### src/rtl/exc_capture_unit_pkg.sv
// Shared definitions for the execute-stage exception capture block:
// cause codes, ALU status bit positions and the FSM state encoding.
package exc_capture_unit_pkg;

  // Cause codes reported on EXC_cause
  localparam logic [3:0] CAUSE_NONE = 4'h0;
  localparam logic [3:0] CAUSE_ADEL = 4'h4;
  localparam logic [3:0] CAUSE_ADES = 4'h5;
  localparam logic [3:0] CAUSE_OV   = 4'hC;
  localparam logic [3:0] CAUSE_DIVZ = 4'hF;

  // Bit positions inside the ALU status byte
  localparam int ST_ZERO  = 7;
  localparam int ST_OVF   = 6;
  localparam int ST_CARRY = 5;
  localparam int ST_NEG   = 4;
  localparam int ST_ADDR  = 3;
  localparam int ST_DIVZ  = 2;

  // Capture/handshake FSM states
  typedef enum logic [1:0] {
    IDLE  = 2'b00,
    REQ   = 2'b01,
    FLUSH = 2'b10
  } exc_state_e;

  // Address-error causes are the only ones that record a bad address
  function automatic logic is_addr_cause(input logic [3:0] cause);
    return (cause == CAUSE_ADEL) || (cause == CAUSE_ADES);
  endfunction

endpackage

### src/rtl/exc_capture_unit_priority_enc.sv
// exc_priority_enc: combinational trap detector and cause encoder.
// Priority, highest first: divide-by-zero, trapping overflow,
// misaligned load, misaligned store. A load wins over a store when both
// flags are set. Nothing is reported unless the instruction is valid.
import exc_capture_unit_pkg::*;

module exc_priority_enc (
  input  logic       valid,
  input  logic [7:0] status,
  input  logic       ovf_trap,
  input  logic       mem_read,
  input  logic       mem_write,
  output logic       trap,
  output logic [3:0] cause
);

  // Zero, carry, negative and the two reserved bits take no part in trapping
  logic unused_status;
  assign unused_status = ^{status[ST_ZERO], status[ST_CARRY], status[ST_NEG], status[1:0]};

  // Priority chain; the first matching condition selects the cause
  always_comb begin
    trap  = 1'b0;
    cause = CAUSE_NONE;
    if (valid) begin
      if (status[ST_DIVZ]) begin
        trap  = 1'b1;
        cause = CAUSE_DIVZ;
      end else if (status[ST_OVF] && ovf_trap) begin
        trap  = 1'b1;
        cause = CAUSE_OV;
      end else if (status[ST_ADDR] && mem_read) begin
        trap  = 1'b1;
        cause = CAUSE_ADEL;
      end else if (status[ST_ADDR] && mem_write) begin
        trap  = 1'b1;
        cause = CAUSE_ADES;
      end
    end
  end

endmodule

### src/rtl/exc_capture_unit.sv
// exc_capture_unit: execute-stage exception capture and handshake.
// Latches EPC/cause/bad address on a trap, holds the pipeline with a
// req/stall until the controller acks, then squashes with a one-cycle
// flush. Optional trap counter enabled by defining EXC_COUNT_EN.
//
// state | meaning
// IDLE  | watching the EX stage, capture on the first trap
// REQ   | exception pending, pipeline stalled, waiting for EXC_ack
// FLUSH | one-cycle squash of IF/ID/EX, traps in this cycle are dropped
import exc_capture_unit_pkg::*;

module exc_capture_unit #(
  parameter logic [31:0] VECTOR_ADDR = 32'h8000_0180,
  parameter int          COUNT_WIDTH = 8
) (
  input  logic        clk,
  input  logic        rst,
  input  logic        EXC_valid,
  input  logic [31:0] EXC_pc,
  input  logic [7:0]  EXC_status,
  input  logic [31:0] EXC_alu_result,
  input  logic        EXC_ovf_trap,
  input  logic        EXC_mem_read,
  input  logic        EXC_mem_write,
  input  logic        EXC_ack,
  output logic        EXC_req,
  output logic        EXC_stall,
  output logic        EXC_flush,
  output logic [31:0] EXC_epc,
  output logic [3:0]  EXC_cause,
  output logic [31:0] EXC_badvaddr,
  output logic [31:0] EXC_vector
`ifdef EXC_COUNT_EN
  ,
  output logic [COUNT_WIDTH-1:0] EXC_trap_count
`endif
);

  exc_state_e  state_q, state_d;
  logic        req_q, req_d;
  logic        stall_q, stall_d;
  logic        flush_q, flush_d;
  logic [31:0] epc_q, epc_d;
  logic [3:0]  cause_q, cause_d;
  logic [31:0] badvaddr_q, badvaddr_d;

  logic        trap;
  logic [3:0]  trap_cause;
  logic        capture;

  exc_priority_enc u_prio (
    .valid     (EXC_valid),
    .status    (EXC_status),
    .ovf_trap  (EXC_ovf_trap),
    .mem_read  (EXC_mem_read),
    .mem_write (EXC_mem_write),
    .trap      (trap),
    .cause     (trap_cause)
  );

  // A trap is only taken from IDLE; REQ and FLUSH ignore the EX stage
  assign capture = (state_q == IDLE) && trap;

  // Next state, next registered outputs and capture registers
  always_comb begin
    state_d    = state_q;
    req_d      = 1'b0;
    stall_d    = 1'b0;
    flush_d    = 1'b0;
    epc_d      = epc_q;
    cause_d    = cause_q;
    badvaddr_d = badvaddr_q;
    case (state_q)
      IDLE: begin
        if (capture) begin
          epc_d   = EXC_pc;
          cause_d = trap_cause;
          if (is_addr_cause(trap_cause)) begin
            badvaddr_d = EXC_alu_result;
          end
          state_d = REQ;
          req_d   = 1'b1;
          stall_d = 1'b1;
        end
      end
      REQ: begin
        if (EXC_ack) begin
          state_d = FLUSH;
          flush_d = 1'b1;
        end else begin
          req_d   = 1'b1;
          stall_d = 1'b1;
        end
      end
      FLUSH: begin
        state_d = IDLE;
      end
      default: begin
        state_d = IDLE;
      end
    endcase
  end

  // FSM state and registered outputs; outputs are computed alongside the
  // next state so they always match the state they belong to
  always_ff @(posedge clk or posedge rst) begin
    if (rst) begin
      state_q    <= IDLE;
      req_q      <= 1'b0;
      stall_q    <= 1'b0;
      flush_q    <= 1'b0;
      epc_q      <= 32'h0;
      cause_q    <= CAUSE_NONE;
      badvaddr_q <= 32'h0;
    end else begin
      state_q    <= state_d;
      req_q      <= req_d;
      stall_q    <= stall_d;
      flush_q    <= flush_d;
      epc_q      <= epc_d;
      cause_q    <= cause_d;
      badvaddr_q <= badvaddr_d;
    end
  end

  assign EXC_req      = req_q;
  assign EXC_stall    = stall_q;
  assign EXC_flush    = flush_q;
  assign EXC_epc      = epc_q;
  assign EXC_cause    = cause_q;
  assign EXC_badvaddr = badvaddr_q;
  assign EXC_vector   = VECTOR_ADDR;

`ifdef EXC_COUNT_EN
  logic [COUNT_WIDTH-1:0] count_q, count_d;

  // Saturating count of accepted traps (IDLE->REQ transitions)
  always_comb begin
    count_d = count_q;
    if (capture && (count_q != {COUNT_WIDTH{1'b1}})) begin
      count_d = count_q + 1'b1;
    end
  end

  // Trap counter register
  always_ff @(posedge clk or posedge rst) begin
    if (rst) begin
      count_q <= '0;
    end else begin
      count_q <= count_d;
    end
  end

  assign EXC_trap_count = count_q;
`else
  localparam int unused_count_width = COUNT_WIDTH;
`endif

endmodule

### config.mk
export PLATFORM = sky130hd
export DESIGN_NAME = exc_capture_unit
export DESIGN_NICKNAME = d
export VERILOG_FILES = /design/src/rtl/exc_capture_unit_pkg.sv /design/src/rtl/exc_capture_unit_priority_enc.sv /design/src/rtl/exc_capture_unit.sv
export SDC_FILE = /design/constraint.sdc
export NUM_CORES = 1
export LEC_CHECK = 0
export ABC_CLOCK_PERIOD_IN_PS = 6750
export BUFFER_PORTS_ARGS = -buffer_cell sky130_fd_sc_hd__buf_2
export CAP_MARGIN = 0
export CORE_MARGIN = 2
export CORE_UTILIZATION = 40
export CTS_BUF_LIST = sky130_fd_sc_hd__clkbuf_4
export DETAILED_ROUTE_END_ITERATION = 12
export GPL_TIMING_DRIVEN = 0
export PLACE_DENSITY = 0.77
export RECOVER_POWER = 25
export SYNTH_ARGS = -nofsm -noshare
export SYNTH_HDL_FRONTEND = slang
export SYNTH_SLANG_ARGS = --single-unit
### constraint.sdc
create_clock -name clk -period 6.75 [get_ports clk]
set_input_delay 1.0125 -clock clk [delete_from_list [all_inputs] [get_ports clk]]
set_output_delay 1.0125 -clock clk [all_outputs]
set_load 0.01 [all_outputs]
==> results of run 1 <==
==> metrics by stage <==
stage / instances / power (W) / setup slack [ns]
final: 488 / 0.00141 / 3.89
after global routing: 488 / 0.00150 / 3.35
after floorplan: 231 / 0.000982 / 3.91
after CTS: 488 / 0.00143 / 4.66
after global placement: 474 / 0.00120 / 3.09
after detailed placement: 474 / 0.00122 / 4.34
==> final timing paths <==
path	startpoint	endpoint	cells after the start
min reg2reg	EXC_cause[2]$_DFFE_PP0P_	EXC_cause[2]$_DFFE_PP0P_	1
max reg2reg	state_q[0]$_DFFE_PP0P_	EXC_epc[10]$_DFFE_PP0P_	5
max in group clk	EXC_stall$_DFF_PP0_	EXC_stall	2
min in group asynchronous	rst	EXC_badvaddr[13]$_DFFE_PP0P_	2
max	rst	EXC_badvaddr[22]$_DFFE_PP0P_	2
min	EXC_cause[2]$_DFFE_PP0P_	EXC_cause[2]$_DFFE_PP0P_	1
==> power by group through the flow <==
stage               logic [W]  registers, W  clock network (W)
global placement     0.000518      0.000677                  0
floorplan            0.000215      0.000767                  0
finish               0.000523      0.000677           0.000207
detailed placement   0.000533      0.000687                  0
CTS                  0.000533      0.000679           0.000220
global route         0.000565      0.000702           0.000233
==> synth_stat cells (2+ instances only) <==
library cell,n
mux2_4,2
conb_1,2
mux2_2,62
o21bai_1,2
inv_1,5
buf_4,34
a21boi_2,2
dfrtp_1,72
o21ai_0,2
nor2_1,2
buf_6,5
==> cell type report <==
class | instances | area, sq um
fillers | 651 | 3190
flip-flops and latches | 72 | 1800
multi-input cells | 114 | 987
repair buffers | 144 | 718
plain buffers | 40 | 317
well taps | 99 | 124
clock buffers | 11 | 82.6
inverters | 5 | 20.0
clock inverters | 3 | 11.3
==> layer usage <==
layer	global-route usage [%]	up-vias	wire, microns
met5	0	-	0
met4	6.69	0	99
met3	4.17	11	507
met2	28.3	94	3270
met1	16.8	981	2320
li1	-	990	-
==> registers in the layout, indices dropped and copies added (netlist names) <==
name,flops
EXC_badvaddr,32
state_q,2
EXC_cause,4
EXC_epc,32
EXC_stall,1
EXC_flush,1
==> layout by cell type, fill, tap and decap left out <==
cell | Yosys | routed
nand2_1 | 1 | 1
nor2_1 | 2 | 2
mux2_2 | 62 | 62
o21a_1 | 1 | 1
clkbuf_4 | 0 | 11
nand3_1 | 1 | 1
mux2i_1 | 1 | 1
inv_1 | 5 | 4
dfrtp_1 | 72 | 72
a21oi_1 | 1 | 1
a21boi_2 | 2 | 2
nor3b_4 | 1 | 1
buf_2 | 1 | 143
clkinv_1 | 0 | 3
conb_1 | 2 | 32
nand2b_1 | 1 | 1
clkbuf_1 | 0 | 2
o2111ai_2 | 1 | 1
clkinvlp_2 | 0 | 1
o21bai_1 | 2 | 2
or2_2 | 1 | 1
mux2_4 | 2 | 2
a31oi_1 | 1 | 1
buf_6 | 5 | 5
o21ai_0 | 2 | 2
buf_4 | 34 | 34
==> kinds of logic (layout without fill, tap and decap cells) <==
group / Yosys count / count (layout) / synth area share (%)
simple gates: 7 / 7 / 1.58
other cells: 2 / 32 / 0.249
mux: 65 / 65 / 24.5
buf+inv: 45 / 203 / 11.1
compound gates: 10 / 10 / 2.70
flops: 72 / 72 / 59.8
==> worst register-to-register path: cells and delay by family, from the launching register on <==
family,cells,cell delay [ns]
DFF,1,0.42
buffers and inverters,2,0.38
muxes,1,0.34
and+or+nand+nor,1,0.23
AOI/OAI and AO/OA,1,0.21
==> impl_metrics.env, run 1 <==
export IMPL_run_status="finished with violations"
export IMPL_violations="max-capacitance violations, max-slew violations"
export IMPL_crit_buf_inv=2
export IMPL_place_gp_congestion=0.759
export IMPL_yosysTopAreaCellShare_pct=59.8
export IMPL_ys_warn_count=0
export IMPL_path_max_fanout=72
export IMPL_start_kind="primary input"
export IMPL_grt_pass1_wl_microns=10200
export IMPL_clock_path_buffers=2
export IMPL_hold_path_class="reg2reg"
export IMPL_synth_edff_count=0
export IMPL_grt_remaining_overflow=0
export IMPL_core_area_sq_mm=0.00725
export IMPL_die_h_microns=90.8
export IMPL_drcViolationCount=0
export IMPL_crit_arrival_ns=2.86
export IMPL_dieArea_sq_mm=0.00824
export IMPL_critPathMaxStageDelay_ns=1.73
export IMPL_drtPass1Iterations=3
export IMPL_crit_path_end_kind="async pin"
export IMPL_final_nets=465
export IMPL_final_cell_area_sq_mm=0.00406
export IMPL_ir_drop_v=0.000164
export IMPL_synth_cells=201
export IMPL_synth_main_ff_cell="dfrtp_1"
export IMPL_grt_pass1_vias=2218
export IMPL_cts_htree_levels=3
export IMPL_swShare_pct=31.9
export IMPL_final_util_pct=56.0
export IMPL_grt_setup_unrepaired="no"
export IMPL_fin_crit_sh_pct=42.3
export IMPL_finalSetupViolCount=0
export IMPL_max_slew_margin_pct=-107
export IMPL_dpl_instance_area_sq_mm=0.00397
export IMPL_track_usage_pct=15.5
export IMPL_clkLatencyLatePin_ns=0.39
export IMPL_clock_tree_root_cell="clkbuf_4"
export IMPL_vias_per_cell=4.25
export IMPL_initial_utilization_pct=41.5
export IMPL_power_density_mw_per_mm2=346
export IMPL_drt_iter0_drc=17
export IMPL_synth_seq_cells=72
export IMPL_synthArstFlopShare_pct=100
export IMPL_syn_area_sq_mm=0.00301
export IMPL_cts_tree="yes"
export IMPL_cap_violations=1
export IMPL_cts_hold_fix_buffers=0
export IMPL_ioPinCount=182
export IMPL_intPower_w=0.000957
export IMPL_max_clock_freq_mhz=350
export IMPL_seqPwrFrac_pct=48.1
export IMPL_rows=31
export IMPL_cts_inserted_buffers=9
export IMPL_p_leak_nw=2.13
export IMPL_ys_seq_area_share_pct=59.8
export IMPL_pwr_share_comb_pct=37.2
export IMPL_synth_top_cell_by_area="dfrtp_1"
export IMPL_hold_viol=0
export IMPL_clkSlewWorstSetupHoldPaths_ns=0.10
export IMPL_path_class="in2async"
export IMPL_clock_sink_count=72
export IMPL_drtAntennaViolNets=0
export IMPL_grt_max_degree=73
export IMPL_critPathSlowestCell="clkinvlp_2"
export IMPL_dp_hpwl_microns=4850
export IMPL_synth_cell_type_count=22
export IMPL_num_vias=2076
export IMPL_cp_cell_sequence="clkbuf_1, clkinvlp_2"
export IMPL_critPathRequiredTime_ns=6.76
export IMPL_antenna_cells=0
export IMPL_r2r_setup_slack_ns=5.05
export IMPL_postSynthAreaPerCell_sq_um=15.0
export IMPL_ctsResizeCount=0
export IMPL_layout_drive_gt1_share_pct=67.6
export IMPL_syn_to_final_growth_pct=34.9
export IMPL_cts_setup_buffers=0
export IMPL_tightest_slew_ns=3.08
export IMPL_final_setup_tns_ns=0
export IMPL_port_buffers=144
export IMPL_grt_antenna_before_repair=0
export IMPL_wl_per_cell_microns=12.7
export IMPL_synth_area_leaders="dfrtp_1 (60%), mux2_2 (23%), buf_4 (8.5%)"
export IMPL_slew_violations=73
export IMPL_p_sw_w=0.000449
export IMPL_whs_ns=0.477
export IMPL_critPathTopFamily="buffers and inverters"
export IMPL_clkPwrFrac_pct=14.7
export IMPL_die_width_microns=90.8
export IMPL_fin_skew_ns=0.0103
export IMPL_min_period_ns=2.86
export IMPL_drt_wl_total_microns=6190
No activity file was read; power rests on OpenSTA's default activity.
==> run 2, diff against run 1 <==
- ABC_CLOCK_PERIOD_IN_PS: 6750 -> 2400
- PLACE_DENSITY: 0.77 -> 0.8
- clock period: 6.75 -> 2.4 ns (I/O delays scaled with it)
==> run 2 against run 1 <==
Effect of this change: the flow now finishes without violations; total power rose to 2.9 times the previous value; highest routed layer unchanged; cell count rose by 0.20%; non-clock buffer count did not move; combinational power rose to 2.8 times the previous value; clock power rose to 3.4 times the previous value; critical endpoint is now EXC_epc[4]$_DFFE_PP0P_; count of clock-buffer cells in the layout fell by 1; largest power group unchanged.
==> impl_metrics.env, run 2 (synthesis gave the netlist of run 1 again) <==
export IMPL_clkLatencyLatePin_ns=0.39
export IMPL_dp_cells=474
export IMPL_track_usage_pct=15.0
export IMPL_path_max_fanout=10
export IMPL_p_sw_w=0.00127
export IMPL_max_clock_freq_mhz=589
export IMPL_routed_top_layer="met4"
export IMPL_start_kind="flop"
export IMPL_grt_antenna_before_repair=0
export IMPL_clock_path_buffers=2
export IMPL_die_h_microns=90.8
export IMPL_drtAntennaViolNets=0
export IMPL_final_nets=465
export IMPL_wl_met1_microns=2280
export IMPL_rows=31
export IMPL_layout_common_cells="buf_2 (145), dfrtp_1 (72), mux2_2 (62), buf_4 (34), conb_1 (32)"
export IMPL_clock_sink_count=72
export IMPL_fin_skew_ns=0.0126
export IMPL_fin_crit_sh_pct=70.7
export IMPL_r2r_start="state_q[0]$_DFFE_PP0P_"
export IMPL_drtPass1Iterations=4
export IMPL_core_area_sq_mm=0.00725
export IMPL_layout_drive_gt1_share_pct=68.7
export IMPL_drt_wl_total_microns=5990
export IMPL_cap_violations=0
export IMPL_dp_slack_ns=0.658
export IMPL_max_slew_margin_pct=4.41
export IMPL_final_cell_area_sq_mm=0.00409
export IMPL_p_leak_nw=2.15
export IMPL_cts_setup_buffers=0
export IMPL_grt_pass1_vias=2206
export IMPL_grt_pass1_wl_microns=9980
export IMPL_cts_inserted_buffers=9
export IMPL_critPathTopFamily="flip-flops"
export IMPL_dieArea_sq_mm=0.00824
export IMPL_min_period_ns=1.70
export IMPL_path_class="reg2reg"
export IMPL_finalWorstSetupSlack_ns=0.703
export IMPL_critPathSlowestCell="dfrtp_1"
export IMPL_ir_drop_v=0.000447
export IMPL_wl_met2_microns=3180
export IMPL_final_util_pct=56.4
export IMPL_drcViolationCount=0
export IMPL_vias_per_cell=4.27
export IMPL_place_gp_congestion=0.715
export IMPL_slew_violations=0
export IMPL_num_vias=2088
export IMPL_cts_hold_fix_buffers=0
export IMPL_drt_iter0_drc=42
export IMPL_antenna_cells=0
export IMPL_clkSlewWorstSetupHoldPaths_ns=0.11
export IMPL_crit_arrival_ns=1.96
export IMPL_met3WireLength_microns=423
export IMPL_hold_start="EXC_ack"
export IMPL_critPathRequiredTime_ns=2.67
export IMPL_ctsResizeCount=0
export IMPL_hold_viol=0
export IMPL_intPower_w=0.00279
export IMPL_fill_cells=656
export IMPL_seqPwrFrac_pct=46.9
export IMPL_pwr_share_comb_pct=35.8
export IMPL_ioPinCount=182
export IMPL_port_buffers=144
export IMPL_cts_tree="yes"
export IMPL_dp_hpwl_microns=4660
export IMPL_crit_path_end_kind="flop"
export IMPL_clkPwrFrac_pct=17.3
export IMPL_swShare_pct=31.3
export IMPL_cp_cell_sequence="nor3b_4, a21boi_2, buf_4, buf_6, mux2_2"
export IMPL_power_density_mw_per_mm2=993
export IMPL_crit_buf_inv=2
export IMPL_critPathMaxStageDelay_ns=0.42
export IMPL_dpl_instance_area_sq_mm=0.00397
export IMPL_mostFrequentLayoutCell="buf_2"
export IMPL_stdcell_count=489
export IMPL_cts_htree_levels=3
export IMPL_die_width_microns=90.8
export IMPL_finalSetupViolCount=0
export IMPL_grt_max_degree=73
export IMPL_hold_path_class="in2reg"
export IMPL_run_status="finished, final reports clean"
export IMPL_tightest_slew_ns=1.43
export IMPL_syn_to_final_growth_pct=35.9
export IMPL_grt_setup_unrepaired="no"
export IMPL_grt_remaining_overflow=0
export IMPL_crit_start="state_q[0]$_DFFE_PP0P_"
export IMPL_clock_tree_root_cell="clkbuf_4"
export IMPL_initial_utilization_pct=41.5
export IMPL_wl_per_cell_microns=12.2
run 2: changes by cell type in the layout (fill, tap and decap cells not counted), moves of 2 or more:
cell	before	now
clkinv_1	3	1
clkinv_2	0	3
buf_2	143	145
clkbuf_1	2	0
run 2: layer usage:
metal  vias up  GRT usage [%]
met5         -              0
met4         0           7.83
met3        12           3.76
met2        92           26.4
met1       995           16.8
li1        989              -
run 2: power groups by stage:
stage | registers [W] | logic, W | clock network (W)
after global placement | 0.00190 | 0.00145 | 0
after detailed placement | 0.00193 | 0.00149 | 0
after global routing | 0.00197 | 0.00158 | 0.000786
final | 0.00190 | 0.00146 | 0.000703
after floorplan | 0.00216 | 0.000605 | 0
after CTS | 0.00191 | 0.00149 | 0.000739
run 2: metrics by stage:
step                      power, W  hold slack, ns  setup TNS (ns)
after floorplan            0.00276           0.459               0
after global placement     0.00335           0.459          -39.26
after detailed placement   0.00342           0.475               0
after CTS                  0.00413           0.130               0
after global routing       0.00434           0.153               0
final                      0.00406           0.178               0
run 2: path summary, 6_finish.rpt:
check,end,slack (ns),cells after the start
max,EXC_epc[4]$_DFFE_PP0P_,0.70,5
min,EXC_stall$_DFF_PP0_,0.18,2
max reg2reg,EXC_epc[4]$_DFFE_PP0P_,0.70,5
max in group asynchronous,state_q[0]$_DFFE_PP0P_,1.14,2
min in group asynchronous,EXC_epc[18]$_DFFE_PP0P_,0.39,2
min reg2reg,EXC_cause[3]$_DFFE_PP0P_,0.49,1
run 2: cell type report:
type | instances | area [sq um] | area share [%]
Sequential cell | 72 | 1800 | 44.0
Multi-Input combinational cell | 114 | 987 | 24.1
Timing Repair Buffer | 144 | 721 | 17.6
Buffer | 40 | 317 | 7.73
Tap cell | 99 | 124 | 3.03
Clock buffer | 10 | 75.1 | 1.83
Clock inverter | 5 | 48.8 | 1.19
Inverter | 5 | 18.8 | 0.459
